--- config.mk ---
export PLATFORM = sky130hd
export DESIGN_NAME = commit_fifo
export DESIGN_NICKNAME = d
export VERILOG_FILES = /design/src/rtl/sim_chk_pkg.sv /design/src/rtl/commit_fifo.sv
export SDC_FILE = /design/constraint.sdc
export NUM_CORES = 1
export LEC_CHECK = 0
export BUFFER_PORTS_ARGS = -buffer_cell sky130_fd_sc_hd__buf_2
export CAP_MARGIN = 20
export CORE_UTILIZATION = 51
export CTS_CLUSTER_SIZE = 12
export DETAILED_ROUTE_END_ITERATION = 7
export PLACE_DENSITY = 0.81
export SYNTH_ARGS = -nofsm -noshare
export SYNTH_HDL_FRONTEND = slang
export SYNTH_SLANG_ARGS = --single-unit
--- constraint.sdc ---
create_clock -name clk -period 24.9 [get_ports clk]
set_input_delay 2.49 -clock clk [delete_from_list [all_inputs] [get_ports clk]]
set_output_delay 2.49 -clock clk [all_outputs]
set_load 0.005 [all_outputs]
--- src/rtl/sim_chk_pkg.sv ---
// Shared types for the commit checker that drives the sim_intf co-simulation port.
// Holds the retire-entry layout, error kinds, FSM states and the idle PC.
package sim_chk_pkg;

    typedef struct packed {
        logic [63:0] pc;
        logic [31:0] insn;
    } retire_entry_t;

    typedef enum logic [1:0] {
        ERR_NONE    = 2'd0,
        ERR_PC_MISS = 2'd1,
        ERR_INSN    = 2'd2,
        ERR_BOTH    = 2'd3
    } err_kind_e;

    typedef enum logic [1:0] {
        IDLE  = 2'd0,
        ISSUE = 2'd1,
        RESP  = 2'd2,
        HALT  = 2'd3
    } chk_state_e;

    localparam logic [63:0] SIM_IDLE_PC = 64'hFFFF_FFFF_FFFF_FFFF;

    function automatic logic [31:0] sat_inc32(input logic [31:0] v);
        return (v == 32'hFFFF_FFFF) ? v : v + 32'd1;
    endfunction

endpackage

--- src/rtl/commit_fifo.sv ---
// Retire buffer: synchronous FIFO of retire entries with a one-deep peek past the head.
// A push into a full FIFO is dropped even when a pop happens in the same cycle.
module commit_fifo
    import sim_chk_pkg::*;
#(
    parameter int DEPTH = 8
) (
    input  logic                      clk,
    input  logic                      rst_n,
    input  logic                      push,
    input  logic                      pop,
    input  retire_entry_t             wdata,
    output retire_entry_t             head,
    output retire_entry_t             head_next,
    output logic                      full,
    output logic                      empty,
    output logic [$clog2(DEPTH):0]    count
);

    localparam int AW = $clog2(DEPTH);
    localparam logic [AW:0] FULL_CNT = (AW+1)'(DEPTH);

    retire_entry_t   mem_r [DEPTH];
    logic [AW-1:0]   rd_ptr_r;
    logic [AW-1:0]   wr_ptr_r;
    logic [AW:0]     count_r;
    logic            push_ok_s;
    logic            pop_ok_s;

    assign full      = (count_r == FULL_CNT);
    assign empty     = (count_r == {(AW+1){1'b0}});
    assign count     = count_r;
    assign push_ok_s = push && !full;
    assign pop_ok_s  = pop && !empty;
    assign head      = mem_r[rd_ptr_r];
    assign head_next = mem_r[rd_ptr_r + AW'(1)];

    // Storage write; contents need no reset because occupancy gates every read.
    always_ff @(posedge clk) begin
        if (push_ok_s) begin
            mem_r[wr_ptr_r] <= wdata;
        end
    end

    // Pointer and occupancy bookkeeping.
    always_ff @(posedge clk or negedge rst_n) begin
        if (!rst_n) begin
            rd_ptr_r <= {AW{1'b0}};
            wr_ptr_r <= {AW{1'b0}};
            count_r  <= {(AW+1){1'b0}};
        end else begin
            if (push_ok_s) wr_ptr_r <= wr_ptr_r + AW'(1);
            if (pop_ok_s)  rd_ptr_r <= rd_ptr_r + AW'(1);
            count_r <= count_r + (AW+1)'(push_ok_s) - (AW+1)'(pop_ok_s);
        end
    end

endmodule

# Word-level counts from Yosys, hierarchy flattened

Memories as Yosys holds them, arrays and structs flattened.
Index checks and enable logic that the tools add are counted.

Bits in writable memories: 768
Output and inout bits: 198
Bits of input ports: 100
Memories kept: 1
Bits in registers: 10
Logic and storage cells: 16

$add $sub $neg: 4
Reductions and logical operators: 5
Mux-type cells: 2
Equal/unequal tests: 1

Memories:

| memory | depth | bits a word | read ports | clocked after memory_dff | wr ports | RTL line          | source |
|---|---|---|---|---|---|---|---|
| mem_r  | 8     | 96          | 2          | 0                        | 1        | commit_fifo.sv:23 | `retire_entry_t mem_r [DEPTH];` |

Operators with widths:

| cell                                         | number |
|---|---|
| adder 3 x 1 -> 3 bit (second input constant) | 2 |
| adder 4 x 1 -> 4 bit                         | 1 |
| == test 4 bit (second input constant)        | 1 |
| logical NOT 4 bit                            | 1 |
| subtractor 4 x 1 -> 4 bit                    | 1 |
| logical AND 1 bit                            | 2 |
| logical NOT 1 bit                            | 2 |
| 2-to-1 mux 1 bit                             | 2 |

# Logic depth before layout (Yosys ltp)

Gate-level depths: netlist of run 1.

Depth in word-level cells: 5
Gate-level depth with buffers: 11
Gate-level depth less buffers: 11

# Least setup slack after synthesis of run 1

OpenSTA, ideal clock, no wires.

Kind: input-to-reg
From: input push
To: memory mem_r[0][0] (netlist bit) (enable)
Path slack: 15.108 ns
Stages: 2
Setup time: 0.668 ns
Data required time: 24.232 ns
Buffers on the path: 0
Arrival: 9.124 ns
Path through: nand3b_1 > nor3_1

Cells in the longest elaborated chain, start to end: 3

Ends and longest elaborated chain:

| what                                   | RTL line          | source |
|---|---|---|
| start, declared                        | commit_fifo.sv:10 | `input logic push,` |
| logical AND 1 bit                      | commit_fifo.sv:33 | `assign push_ok_s = push && !full;` |
| 2-to-1 mux 1 bit                       | commit_fifo.sv:40 | `if (push_ok_s) begin` |
| 2-to-1 mux 1 bit (implied by the code) | commit_fifo.sv:41 | `mem_r[wr_ptr_r] <= wdata;` |
| end, declared                          | commit_fifo.sv:23 |  |

Every way passes these cells.

==> results of run 1 <==
==> worst max-delay path: cells and delay by family (launching register included) <==
| family | cells | cell delay (ps) |
|---|---|---|
| buffers and inverters | 3 | 2030 |
| flip-flops | 1 | 990 |
| AND/OR/NAND/NOR | 2 | 810 |
| adder cells (fa/ha/maj) | 1 | 560 |
| multiplexers | 1 | 160 |
==> cell families after synthesis <==
kind of cell / count (synthesis)
flip-flops: 778
AND/OR/NAND/NOR: 499
multiplexers: 482
buffers and inverters: 213
AO/OA/AOI/OAI: 194
adder cells (fa/ha/maj): 9
XOR/XNOR: 8
==> power by group <==
part	total (mW)	leakage [nW]	internal [mW]	switching (mW)
sequential	1.77	7.09	1.66	0.114
combinational	2.92	6.04	1.25	1.66
clock	1.09	1.14	0.611	0.476
total	5.78	14.3	3.52	2.26
==> layer usage <==
| layer | vias up | GRT usage |
|---|---|---|
| met5 | - | 0 |
| met4 | 10 | 0.09069 |
| met3 | 183 | 0.04365 |
| met2 | 990 | 0.3892 |
| met1 | 11370 | 0.3046 |
| li1 | 9524 | - |
==> flip-flops by register name (all words and copies together) (netlist names) <==
| register | flops |
|---|---|
| count | 4 |
| mem_r | 768 |
| wr_ptr_r | 3 |
| rd_ptr_r | 3 |
==> cell usage after synthesis, types with 2 or more instances <==
cell       instances  area [um2]
a2111oi_0        192        1682
buf_6             13       146.4
mux2_2            98        1104
nor2_1             6       22.52
nor4_1            96       600.6
edfxtp_1         768       23060
mux2i_1          192        1922
nand2b_1           2       12.51
nand2_1            3       11.26
buf_4             30       225.2
and2b_1            7       52.55
xnor2_1            5       43.79
buf_1              4       15.01
clkbuf_1         118       442.9
inv_1             10       37.54
nor2b_1          185        1157
mux4_2           192        4324
buf_2             37       185.2
ha_1               8       100.1
nand3_1            3       15.01
and3_1           192        1201
nor3_1             2       10.01
or3b_2             2       17.52
dfrtp_1           10       250.2
==> path summary, 6_finish.rpt <==
| kind | from | to | slack, ps | cells past startpoint |
|---|---|---|---|---|
| worst max-delay path | rd_ptr_r[0] | head_next[5] | 17110 | 7 |
| worst min-delay path | wr_ptr_r[0] | wr_ptr_r[0] | 530 | 1 |
| worst max register to register | count[2] | mem_r[4][59] | 21100 | 7 |
| worst min register to register | wr_ptr_r[0] | wr_ptr_r[0] | 530 | 1 |
| max in group asynchronous | rst_n | rd_ptr_r[0] | 22950 | 1 |
| min in group asynchronous | rst_n | count[0] | 1720 | 1 |
==> area by class of cell <==
| class | instances | area, um2 |
|---|---|---|
| sequential | 778 | 23320 |
| tap | 950 | 1189 |
| clock buffer | 108 | 2171 |
| multi-input combinational | 1192 | 12450 |
| fill | 5235 | 30230 |
| clock inverter | 23 | 155.1 |
| antenna | 7 | 17.52 |
| inverter | 10 | 37.54 |
| timing repair buffer | 332 | 1794 |
==> metrics by stage <==
stage	cells	hold slack, ps	power [mW]	worst slack [ps]	cell area (um2)
2_1_floorplan	2183	485.7	3.778	15110	36740
3_3_place_gp	3261	500.5	4.603	17800	38760
3_5_place_dp	3261	517.4	4.687	17760	38760
4_1_cts	3392	529.5	5.784	17060	41090
5_1_grt	3397	566.5	6.061	16830	41130
6_report	3400	534.6	5.776	17110	41130
==> results_dict.tcl, run 1 <==
set metrics [dict create \
    start_util 0.5149 \
    synthDistinctLibCells 32 \
    status "finished, violations left" \
    netlist_instances 2183 \
    hold_path_class "flop to flop" \
    routed_wl_um 86750 \
    wl_met3_um 6375 \
    antenna_found_initial 9 \
    drv_cap 0 \
    p_per_area_mw_per_mm2 140.4 \
    wl_met2_um 43490 \
    drive_above_1_share 0.3005 \
    yosys_warnings 0 \
    die_h_um 270.4 \
    synth_xor_area_frac 0.002316 \
    slew_headroom 0.05890 \
    coreArea_mm2 0.07136 \
    finalSetupViolCount 0 \
    vias 22080 \
    cts_sinks 778 \
    layout_common_cells "edfxtp_1, buf_2" \
    syn_area_mm2 0.03674 \
    critPathSlowestCell "dfrtp_4" \
    drt-vias-per-instance 6.493 \
    dpl.hpwl_um 47650 \
    cts_tree "done" \
    cts_buffers 80 \
    ir_drop_uv 178.3 \
    grt_start_max_net_pins 272 \
    grt_pass1_vias 22460 \
    crit_fanout 89 \
    wl_met1_um 34400 \
    rows 98 \
    mostFrequentLayoutCell "edfxtp_1" \
    synth-adder-area-share 0.003269 \
    cp.required_ps 22410 \
    final_util 0.5764 \
    synth_async_sr_flop_share 0.01285 \
    post-cts-setup-buffers 0 \
    htree_levels 3 \
    worstSetupEndpointType "output pin" \
    slew_violations 0 \
    num_io_pins 298 \
    fmax_mhz 128.3 \
    antenna_left 0 \
    drc 2 \
    port_buffers 297 \
    ys_ff_latch 778 \
    p_leak_nw 14.26 \
    cts.clk_slew.worst_paths_ps 60 \
    ys_seq_area_frac 0.6345 \
    rsz0062_at_grt "no" \
    die_width_um 270.4 \
    first_pass_iters 8 \
    clockRootBuffer "clkbuf_16" \
    fin_crit_sh 0.3129 \
    slowest_delay_ps 990 \
    worst_pin_slew_ps 1412 \
    synth_top_family_by_area "multiplexers" \
    gp_congestion 0.7916 \
    final-hold-violation-count 0 \
    synth.avg_cell_area_um2 16.83 \
    fin_skew_ps 21.47 \
    critPathKind "flop to output pin" \
    fin_tns_setup_ps 0 \
    synth-simple-area-share 0.08459 \
    violations "DRC" \
    grt.total_usage 0.2337 \
    wl_per_cell_um 25.52 \
    area_delta_synth_final_pct 11.96 \
    synth-edff-count 768 \
    routed.top_layer "met5" \
    synth-main-ff-cell "edfxtp_1" \
    arrival_ps 5300 \
    synthesis.nets 2292 \
    drtIter0Drc 2126 \
    die_area_mm2 0.07312 \
    muxShareOfSynthArea 0.2000 \
    clkLatencyLatePin_ps 620 \
    final_nets 2503 \
    crit_top_cell "buf_4" \
    period_minus_slack_ps 7792 \
    grt_pass1_wl_um 131200 \
    overflow 0 \
    cp-start-kind "flop" \
    cts_resized 0 \
    cts_hold_buf 0 \
    synth_compound_gate_area_share 0.04611 \
    clockBufferDepth 3 \
    crit_chain "ha_4, buf_4, buf_4, mux2i_1, and3_1, nor4_1, buf_2" \
]
(Power assumes the default switching activity.)
==> run 2: changes to the inputs <==
Settings changed: PLACE_DENSITY 0.81 to 0.83.
Clock period 24.9 ns to 6.67 ns, I/O delays scaled along.
==> run 2 against run 1 <==
The run still ends with DRC left. Register-to-register slack lost 18000 ps. First-iteration DRC count grew 6.3%. Hold slack lost 230 ps. Combinational power grew to 3.7 times the previous value. Sequential share of layout area shrank 0.29 points. Via count shrank 0.66%. Setup slack lost 16000 ps. Utilization grew 0.29 points. Wire length shrank 0.73%. Flip-flop and latch count is the same. Critical path type unchanged. Critical endpoint is now head_next[8]. Highest routed layer unchanged.
==> results_dict.tcl, run 2 (synthesis gave the netlist of run 1 again) <==
set metrics [dict create \
    htree_levels 3 \
    critPathLaunch "rd_ptr_r[0]" \
    routed_wl_um 86120 \
    fillCellCount 5221 \
    critPathKind "flop to output pin" \
    worstSetupEndpointType "output pin" \
    final-hold-violation-count 0 \
    cts_buffers 81 \
    drv_cap 0 \
    status "finished, violations left" \
    drtIter0Drc 2259 \
    clkLatencyLatePin_ps 610 \
    mostFrequentLayoutCell "edfxtp_1" \
    antenna_left 0 \
    layout_common_cells "edfxtp_1, buf_2" \
    p_leak_nw 14.34 \
    coreArea_mm2 0.07136 \
    finalSetupViolCount 0 \
    r2r_end "mem_r[6][49]" \
    r2r_slack_ps 3460 \
    top_register "mem_r" \
    grt_pass1_vias 22790 \
    slew_headroom 0.2561 \
    placed_area_mm2 0.03886 \
    reg2regPathDepth 6 \
    first_pass_iters 7 \
    num_io_pins 298 \
    rsz0062_at_grt "no" \
    rows 98 \
    dpl.hpwl_um 47040 \
    critPathSlowestCell "dfrtp_4" \
    cp.depth 6 \
    final-instance-count-excl-fill 3410 \
    fmax_mhz 194.8 \
    final_nets 2504 \
    cts_sinks 778 \
    start_util 0.5149 \
    overflow 0 \
    die_area_mm2 0.07312 \
    gp_congestion 0.7765 \
    area_delta_synth_final_pct 12.53 \
    cp-start-kind "flop" \
    post-cts-setup-buffers 0 \
    clockRootBuffer "clkbuf_16" \
    drc 2 \
    grt_start_max_net_pins 173 \
    fin_tns_setup_ps 0 \
    worst_pin_slew_ps 1116 \
    fin_crit_sh 0.7694 \
    wl_per_cell_um 25.25 \
    stdcell_area_mm2 0.04134 \
    crit_fanout 101 \
    p_per_area_mw_per_mm2 526.6 \
    cts.clk_slew.worst_paths_ps 60 \
    arrival_ps 4470 \
    cts_resized 0 \
    drive_above_1_share 0.3003 \
    r2r-start "count[2]" \
    drt-vias-per-instance 6.431 \
    die_width_um 270.4 \
    port_buffers 297 \
    vias 21930 \
    ir_drop_uv 801.8 \
    period_minus_slack_ps 5132 \
    cts_tree "done" \
    cp.required_ps 6000 \
    fin_skew_ps 18.22 \
    grt.total_usage 0.2340 \
    slowest_delay_ps 1080 \
    crit_end "head_next[8]" \
    worstHoldStart "wdata[60]" \
    hold_path_class "input pin to flop" \
    slew_violations 0 \
    power_mw 21.77 \
    antenna_found_initial 16 \
    largest_reg_flops 768 \
    die_h_um 270.4 \
    path_buf_inv 2 \
    placedCellCount 3260 \
    clockBufferDepth 3 \
    crit_chain "ha_4, buf_4, mux2i_1, and3_1, nor4_1, buf_2" \
    grt_pass1_wl_um 131800 \
    violations "DRC" \
    cp_top_family "flip-flops" \
]
-- run 2: changes by cell type in the layout (fill, tap and decap cells not counted), sizes merged --
| cell | delta |
|---|---|
| buf | -1 |
| clkbuf | +2 |
| diode | +2 |
| bufinv | +2 |
| dlygate4sd3 | +1 |
| clkinv | +4 |
-- run 2: layout make-up --
type,instances,area (um2),share of cell area
Timing Repair Buffer,332,1884,0.04558
Sequential cell,778,23320,0.5641
Clock buffer,110,2208,0.05341
Antenna cell,9,22.52,0.0005447
Multi-Input combinational cell,1192,12460,0.3014
Inverter,10,37.54,0.0009079
Clock inverter,29,220.2,0.005326
Tap cell,950,1189,0.02875
-- run 2: timing repair --
action	4_1_cts	5_1_grt
endpoints found under the hold margin	10	0
setup endpoints to repair	0	0
hold buffers	1	0
-- run 2: how the worst min path moves through the flow --
stage | slack, ps | cells past startpoint | to
floorplan | 370 | 0 | count[0]
global placement | 500 | 1 | wr_ptr_r[0]
detailed placement | 520 | 1 | wr_ptr_r[0]
CTS | 260 | 1 | mem_r[7][60]
global route | 290 | 1 | mem_r[3][59]
finish | 310 | 1 | mem_r[7][60]
-- run 2: metal layers --
| layer | routed length, um | global-route usage | vias to the layer above |
|---|---|---|---|
| met3 | 6507 | 0.04303 | 189 |
| met5 | 117 | 0 | - |
| met4 | 2800 | 0.09605 | 18 |
| li1 | - | - | 9528 |
| met2 | 43330 | 0.3937 | 990 |
| met1 | 33360 | 0.2994 | 11210 |
-- run 2: through the flow --
stage / hold WS (ps) / setup WS [ps] / utilization
final: 309.3 / 1538 / 0.5794
after global routing: 288.0 / 1275 / 0.5792
after CTS: 264.7 / 1527 / 0.5787
after detailed placement: 523.5 / 2227 / 0.5445
after global placement: 503.1 / 2324 / 0.5445
after floorplan: 371.4 / 1122 / -
-- run 2: report_power, final --
part | switching (mW) | total, mW | internal, mW | leakage [nW]
registers | 0.464 | 6.64 | 6.18 | 7.09
logic | 6.22 | 10.9 | 4.72 | 6.07
clock network | 1.79 | 4.18 | 2.39 | 1.18
